$ cat config.mk
export PLATFORM = sky130hd
export DESIGN_NAME = seq_detect_param
export DESIGN_NICKNAME = d
export VERILOG_FILES = /design/src/rtl/seq_detect_param.sv
export SDC_FILE = /design/constraint.sdc
export NUM_CORES = 1
export LEC_CHECK = 0
export ABC_AREA = 1
export CAP_MARGIN = 10
export CELL_PAD_IN_SITES_DETAIL_PLACEMENT = 1
export CELL_PAD_IN_SITES_GLOBAL_PLACEMENT = 1
export CORE_MARGIN = 5
export CORE_UTILIZATION = 36
export CTS_CLUSTER_SIZE = 24
export DETAILED_ROUTE_END_ITERATION = 10
export GPL_TIMING_DRIVEN = 0
export PLACE_DENSITY_LB_ADDON = 0.1
export SLEW_MARGIN = 10
export SYNTH_ARGS = -nofsm -noshare
export SYNTH_HDL_FRONTEND = slang
export SYNTH_SLANG_ARGS = --single-unit
$ cat constraint.sdc
create_clock -name clk -period 2.85 [get_ports clk]
set_input_delay 0.57 -clock clk [delete_from_list [all_inputs] [get_ports clk]]
set_output_delay 0.57 -clock clk [all_outputs]
set_load 0.01 [all_outputs]
$ cat src/rtl/seq_detect_param.sv
// Parametrised serial pattern detector with enable, overlap/consume modes,
// Moore or Mealy match output, and a saturating match counter with sync clear.
module seq_detect_param #(
  parameter int             N       = 4,
  parameter logic [N-1:0]   PATTERN = 4'b1101,
  parameter bit             OVERLAP = 1'b1,
  parameter bit             MOORE   = 1'b1,
  parameter int             CNT_W   = 8
) (
  input  logic             clk,
  input  logic             rst,
  input  logic             en,
  input  logic             x,
  input  logic             clr,
  output logic             y,
  output logic [CNT_W-1:0] match_cnt,
  output logic             cnt_sat
);

  localparam int                FW      = $clog2(N + 1);
  localparam logic [FW-1:0]     FULL    = FW'(N);
  localparam logic [CNT_W-1:0]  CNT_MAX = '1;

  logic [N-1:0]     hist_q, hist_d, nh;
  logic [FW-1:0]    fill_q, fill_d, nf;
  logic [CNT_W-1:0] cnt_q, cnt_d;
  logic             y_q, y_d;
  logic             hit;

  generate
    if (N == 1) begin : g_nh_single
      assign nh = x;
    end else begin : g_nh_shift
      assign nh = {hist_q[N-2:0], x};
    end
  endgenerate

  // rst gates hit so the Mealy output is quiet while held in reset.
  always_comb begin
    nf  = (fill_q == FULL) ? fill_q : fill_q + FW'(1);
    hit = en & ~rst & (nh == PATTERN) & (nf == FULL);
  end

  always_comb begin
    hist_d = hist_q;
    fill_d = fill_q;
    cnt_d  = cnt_q;
    y_d    = hit;
    if (clr) begin
      hist_d = '0;
      fill_d = '0;
      cnt_d  = '0;
      y_d    = 1'b0;
    end else if (en) begin
      hist_d = nh;
      fill_d = (hit && !OVERLAP) ? '0 : nf;
      if (hit && cnt_q != CNT_MAX) begin
        cnt_d = cnt_q + CNT_W'(1);
      end
    end
  end

  always_ff @(posedge clk or posedge rst) begin
    if (rst) begin
      hist_q <= '0;
      fill_q <= '0;
      cnt_q  <= '0;
      y_q    <= 1'b0;
    end else begin
      hist_q <= hist_d;
      fill_q <= fill_d;
      cnt_q  <= cnt_d;
      y_q    <= y_d;
    end
  end

  assign y         = MOORE ? y_q : (hit & ~clr);
  assign match_cnt = cnt_q;
  assign cnt_sat   = (cnt_q == CNT_MAX);

endmodule

Word level (Yosys, flattened, before mapping)
Cells that the tools add are included.
W data, S select, Z words.

word-level totals
  register bits = 15
  input bits = 5
  output and inout port bits = 10
  logic and storage cells = 28

operators by class
  add/subtract/negate cells = 2
  eq/ne operators = 5
  mux-type cells = 9
  bitwise logic cells = 4
  reduce and logical (&&, ||, !) cells = 4

operators by type and width
  operator               number
  $mux W8                3
  $mux W3                5
  $add A8 B1 Y8 const B  1
  $eq A8 B8 Y1 const B   1
  $ne A8 B8 Y1 const B   1
  $eq A3 B3 Y1 const B   2
  $eq A4 B4 Y1 const B   1
  $reduce_bool A2 Y1     2
  $add A3 B1 Y3 const B  1
  $and A1 B1 Y1          3
  $reduce_and A2 Y1      1
  $logic_and A1 B1 Y1    1
  $mux W1                1
  $not A1 Y1             1

Longest topological paths before layout
  word-level depth = 8
  gate-level depth with buffers = 10
  gate-level depth less buffers = 10

Worst setup path before layout
No wires, ideal clock.

  path type = reg-to-output
  start = register cnt_q[0], in the netlist match_cnt[0]
  end = output cnt_sat
  arrival time = 1008 ps
  setup slack = 1272 ps
  stages on the path, launching flop included = 6
  cell sequence = dfrtp_1 ha_1 nand3_1 inv_1 nand2_1 inv_1

between the ends
  cells in the longest elaborated chain, start to end = 1

ends and longest elaborated chain
  element                   RTL line  text
  start: declaration        26        logic [CNT_W-1:0] cnt_q, cnt_d;
  start signal: assignment  72        cnt_q <= cnt_d;
  $eq A8 B8 Y1              79        assign cnt_sat = (cnt_q == CNT_MAX);
  end: declaration          17        output logic cnt_sat

No other way between the ends.

Worst setup path after layout
Same ends and word-level chain as after synthesis.

==> summary.txt <==
Timing
  • Post-route setup TNS: 0 ns
  • Hold slack: between 0.5 and 0.6 ns
  • # setup viols final: 0
  • Fmax: 403.1 MHz
  • Period utilization: 0.8703
  • Clock skew: 0.008646 ns
  • Tmin final: 2.480 ns
  • Slew Limit Fails: 0
  • RSZ-0062 raised after global routing: no
  • Worst slew pin tran: 0.6342 ns
  • Endpoints failing hold: 0
  • Slew margin rel.: 0.5767

Clock network
  • Clock-pin slew on the worst setup and hold paths: about 0.090 ns
  • CTS sink cnt: 15
  • Post-CTS Hold Buffers: 0
  • Root Driver: clkbuf_4
  • TritonCTS Buffers: 3
  • Skew-Pair Late Insertion Delay: 0.30 ns
  • # H-tree levels: 1
  • Clk buf depth: 2
  • Setup bufs post-CTS: 0
  • TritonCTS clock tree: built
  • Cts repair resizes: 0

Finish
  • Ratio of cells with drive above 1 in the final layout: 0.1143
  • Commonest non-fill, non-tap cell in the layout: nand2_1
  • Most frequent cells in the layout: nand2_1 (36), inv_1 (17), nand3_1 (17)
  • Antenna cells: 0
  • Final nets: between 100 and 150
  • Syn-to-layout area delta: 21.22%

Drt
  • Wire length per cell: 13.33 µm
  • Pre-antenna DRT Iters: 2
  • Final WL: 2266 µm
  • Post-route ant nets: 0
  • Via density: a little under 5
  • Iter 0 DRT Violations: 13
  • Drc violations: 0
  • Via count: 828

Placed design
  • IO buf count: 13
  • DP HPWL: about 1700 µm
  • Placer Congestion: 0.7120

Critical path
  • CP Class: register to output pin
  • CP startpoint kind: register
  • Worst setup EP type: output pin
  • Worst path required time: 2.28 ns
  • Critical path data arrival time: 1.91 ns
  • CP Max Fanout: 5

Pwr
  • Leakage: 0.0005555 µW
  • Peak supply drop: 223.1 µV
  • PD cells: 418.5 mW/mm²

Global routing
  • Antenna violations before repair: 0
  • Vias in the first global route: 856
  • Largest net degree at the start of global routing: 16
  • Total Routing Usage GR: 0.1420
  • Congestion Overflow GR: 0
  • Global-route wire length before repair: 3753 µm

Floorplanning
  • Die height: 60.54 µm
  • Io pins: 15
  • Core area: 0.002455 mm²
  • Initial Util: 0.3746
  • Row count: 18
  • Die area: around 0.0037 mm²
  • Chip width: 60.54 µm

Synthesis
  • Synth Instances: 123
  • Mapped cell area: 919.6 µm²
  • Synth area leaders: dfrtp_1 (41%), nand2_1 (15%), nand3_1 (9.3%), inv_1 (6.9%), nor2_1 (4.9%)
  • Area share of the largest cell type after synthesis: 0.4082
  • Synth warnings: 0
  • Post-Syn Nets: 131
  • Synth Area per Inst: 7.477 µm²
  • #FFs+latches synth: 15
  • Seq/Total Area, Yosys: 0.4082
  • Yosys cell types: 20
  • Cell type with the highest aggregate area in the netlist: dfrtp_1

Min path
  • Hold Crit Class: input port to register

Outcome
  • Status: finished clean

Job
  • Max cap viols: 0
[Yosys cell counts]
library cell	number
buf_4	1
nor2_2	2
o22ai_1	3
nand4_4	1
nor2_1	12
nor3b_1	1
inv_2	1
nor2_4	1
ha_1	3
nand3_1	17
buf_6	1
nand2_2	4
xnor2_1	2
xor2_1	1
o21ai_0	3
dfrtp_1	15
inv_1	17
nand2_4	1
nand2_1	36
nand4_1	1
[worst paths after layout]
kind / endpoint / startpoint / slack (ns) / depth (start not counted)
max in group asynchronous: match_cnt[0] / rst / 1.75 / 2
worst min-delay path: y / clr / 0.52 / 2
min in group asynchronous: hist_q[0] / rst / 0.68 / 2
worst max-delay path: cnt_sat / match_cnt[0] / 0.37 / 6
worst min register to register: hist_q[2] / hist_q[2] / 0.54 / 2
worst max register to register: match_cnt[1] / match_cnt[0] / 1.24 / 8
[state kept, by name, summed over array words and instances (netlist names)]
signal	cells
hist_q	3
fill_q	3
match_cnt	8
y	1
[metal layers]
layer | GRT usage | vias up | wire, µm
met4 | 0.06502 | 0 | 55
li1 | - | 419 | -
met3 | 0.01915 | 5 | 40
met1 | 0.1638 | 393 | 1034
met5 | 0 | - | 0
met2 | 0.2593 | 11 | 1135
[logic make-up after synthesis]
kind of cell,count (synthesis),share of synthesized area
XOR/XNOR,3,0.02858
adder cells (fa/ha/maj),3,0.04082
buffers and inverters,20,0.09387
flip-flops,15,0.4082
AND/OR/NAND/NOR,76,0.3918
AO/OA/AOI/OAI,6,0.03673
[cell type report]
| type | instances | area (µm²) |
|---|---|---|
| repair buffers | 13 | 130.1 |
| clock inverters | 1 | 5.005 |
| well taps | 30 | 37.54 |
| inverters | 18 | 67.56 |
| multi-input cells | 88 | 457.9 |
| clock buffers | 3 | 22.52 |
| plain buffers | 2 | 18.77 |
| flip-flops and latches | 15 | 375.4 |
| fillers | 317 | 1340 |
[per-stage QoR]
step	utilization	cells	area [µm²]	total power [µW]	setup slack [ns]
after global routing	0.4541	170	1115	498.4	0.2769
final	0.4541	170	1115	466.6	0.3695
after detailed placement	0.4429	166	1087	343.0	0.7059
after global placement	0.4429	166	1087	338.4	0.7350
after floorplan	-	123	919.6	308.8	1.272
after CTS	0.4541	170	1115	474.3	0.3626
[critical path, stage by stage (launching register included)]
cell             delay, ns
dfrtp_1               0.44
ha_1                  0.21
nand3_1               0.13
inv_1                 0.11
nand2_1               0.12
inv_1                 0.08
clkdlybuf4s50_1       0.53
[power by group]
part	total (µW)	switching, µW	leakage, µW	internal, µW
combinational	100	60.8	0.000333	39.3
sequential	237	12.6	0.000205	224
clock	130	77.3	0.0000177	52.3
total	467	151	0.000556	316
No activity file was read; power rests on OpenSTA's default activity.
==> RTL change (config.mk and constraints unchanged) <==
Change the parameter `OVERLAP` from 1'b1 to 1'b0.
--- a/src/rtl/seq_detect_param.sv
+++ b/src/rtl/seq_detect_param.sv
@@ -5,3 +5,3 @@
   parameter logic [N-1:0]   PATTERN = 4'b1101,
-  parameter bit             OVERLAP = 1'b1,
+  parameter bit             OVERLAP = 1'b0,
   parameter bit             MOORE   = 1'b1,
Check against the original RTL: not equivalent (Yosys sat finds a counterexample within 10 cycles, from zero or initial values and one cycle with rst high).
==> RTL change against the original RTL <==
Power shrank 2.8%; setup slack better by 150 ps; utilization rose by 0.48 points; routed wire length grew 0.35%; final cell count is 4.7% higher; sequential cell count unchanged; count of clock-buffer cells in the layout grew 1; cell area is 2.9% higher; critical endpoint unchanged; area after synthesis up 2.6%; sequential share of layout area down 0.95 points.
==> RTL change: results (changes against the original RTL) <==
pwr:
  p_int_mw: 0.314  # was 0.316 mW
  peakVddDrop_mv: 0.253  # was 0.223 mV
  leakage_nw: 0.547  # was 0.556 nW
place:
  dp_hpwl_um: 1700  # about the same
  gp_congestion: 0.755  # was 0.712
  dp_cells: 174  # was 166
  postPlaceCellArea_um2: 1120  # was 1090 um^2
  place_ws_ps: 335  # was 706 ps
  port_buffers: 14  # was 13
hold_path:
  hold_path_startpoint: "hist_q[2]"  # was clr
  hp-class: "reg -> reg"  # was in -> reg
final_layout:
  drive_gt1_frac: 0.0878  # was 0.114
  fin_nets: 157  # was 149
synthesis:
  ys_types: 21  # was 20
  yosys-top-cells-count: "nand2_1 (41), nand3_1 (18), nor2_1 (16)"  # was nand2_1 (36), inv_1 (17), nand3_1 (17)
  synthesis.nets: 138  # was 131
  synthCells: 130  # was 123
  synthArstFlopShare: 1.00  # unchanged
  synthTopCellsByArea: "dfrtp_1 (40%), nand2_1 (16%), nand3_1 (9.5%), nor2_1 (6.4%), inv_1 (6.0%)"  # was dfrtp_1 (41%), nand2_1 (15%), nand3_1 (9.3%), inv_1 (6.9%), nor2_1 (4.9%)
  seq_area_frac_synth: 0.398  # was 0.408
route:
  first_pass_iters: 3  # was 2
  first_iter_violations: 29  # was 13
  wl_per_cell_um: 12.8  # was 13.3 um
  totalWireLength_um: 2270  # about the same
  vias: 842  # was 828
  route.detailed.drc: 0  # unchanged
grt:
  grt_max_degree: 17  # was 16
  first_global_vias: 875  # was 856
  grt_usage: 0.145  # was 0.142
  grt_pass1_wl_um: 4000  # was 3750 um
clocking:
  clk_pin_slew_ps: 100
  post_cts_resized: 0  # unchanged
critical_path:
  rr_startpoint: "fill_q[0]"  # was match_cnt[0]
  arrival_ps: 1770  # was 1910 ps
  slowest_delay_ps: 570  # was 530 ps
  rrSetupSlack_ps: 1080  # was 1240 ps
  crit_fanout: 5  # unchanged
sta:
  worst_slack_ps: 515  # was 370 ps
  worst_slew_pin_slew_ps: 618  # was 634 ps
  finClkSkew_ps: 11.0  # was 8.65 ps
outcome:
  outcome: "completed"  # unchanged
## RTL change: tightest hold or removal path, stage by stage, from the launching register on
cell and delay [ps]:
dfrtp_1 360, nand3_1 70, o21ai_0 70
## RTL change: final timing paths
check	cells after the start	endpoint
max	4	cnt_sat
min	2	hist_q[2]
max reg2reg	10	match_cnt[1]
min reg2reg	2	hist_q[2]
max in group asynchronous	2	fill_q[2]
min in group asynchronous	2	fill_q[0]
## RTL change: power groups by stage
stage / registers, mW / logic (mW) / clock network, mW
floorplan: 0.237 / 0.0582 / 0
global placement: 0.237 / 0.0881 / 0
detailed placement: 0.237 / 0.0913 / 0
CTS: 0.233 / 0.0917 / 0.134
global route: 0.235 / 0.102 / 0.142
finish: 0.233 / 0.0890 / 0.131
## RTL change: per-stage QoR
step            util  hold slack, ps
5_1_grt        0.459             577
3_5_place_dp   0.448             513
6_report       0.459             531
2_1_floorplan      -             475
4_1_cts        0.459             539
3_3_place_gp   0.448             500
## RTL change: logic make-up (layout without fill, tap and decap cells)
logic type	after synthesis	after routing	synth area share
AND/OR/NAND/NOR	87	87	0.430
AO/OA/AOI/OAI	6	6	0.0345
XOR/XNOR	2	2	0.0186
adder cells (fa/ha/maj)	3	3	0.0398
buffers and inverters	17	35	0.0796
flip-flops	15	15	0.398
## RTL change: area by class of cell
class	count	area, um^2
Fill cell	324	1350
Clock buffer	4	26.3
Buffer	2	18.8
Tap cell	30	37.5
Multi-Input combinational cell	98	493
Inverter	15	56.3
Timing Repair Buffer	14	140
Sequential cell	15	375
## RTL change: per-layer routing
layer	wire [um]	up-vias	global-route usage	part of all wire
li1	-	445	-	-
met2	1100	8	0.249	0.48
met3	48	4	0.0294	0.021
met4	27	0	0.0464	0.012
met5	0	-	0	0
met1	1100	385	0.180	0.48
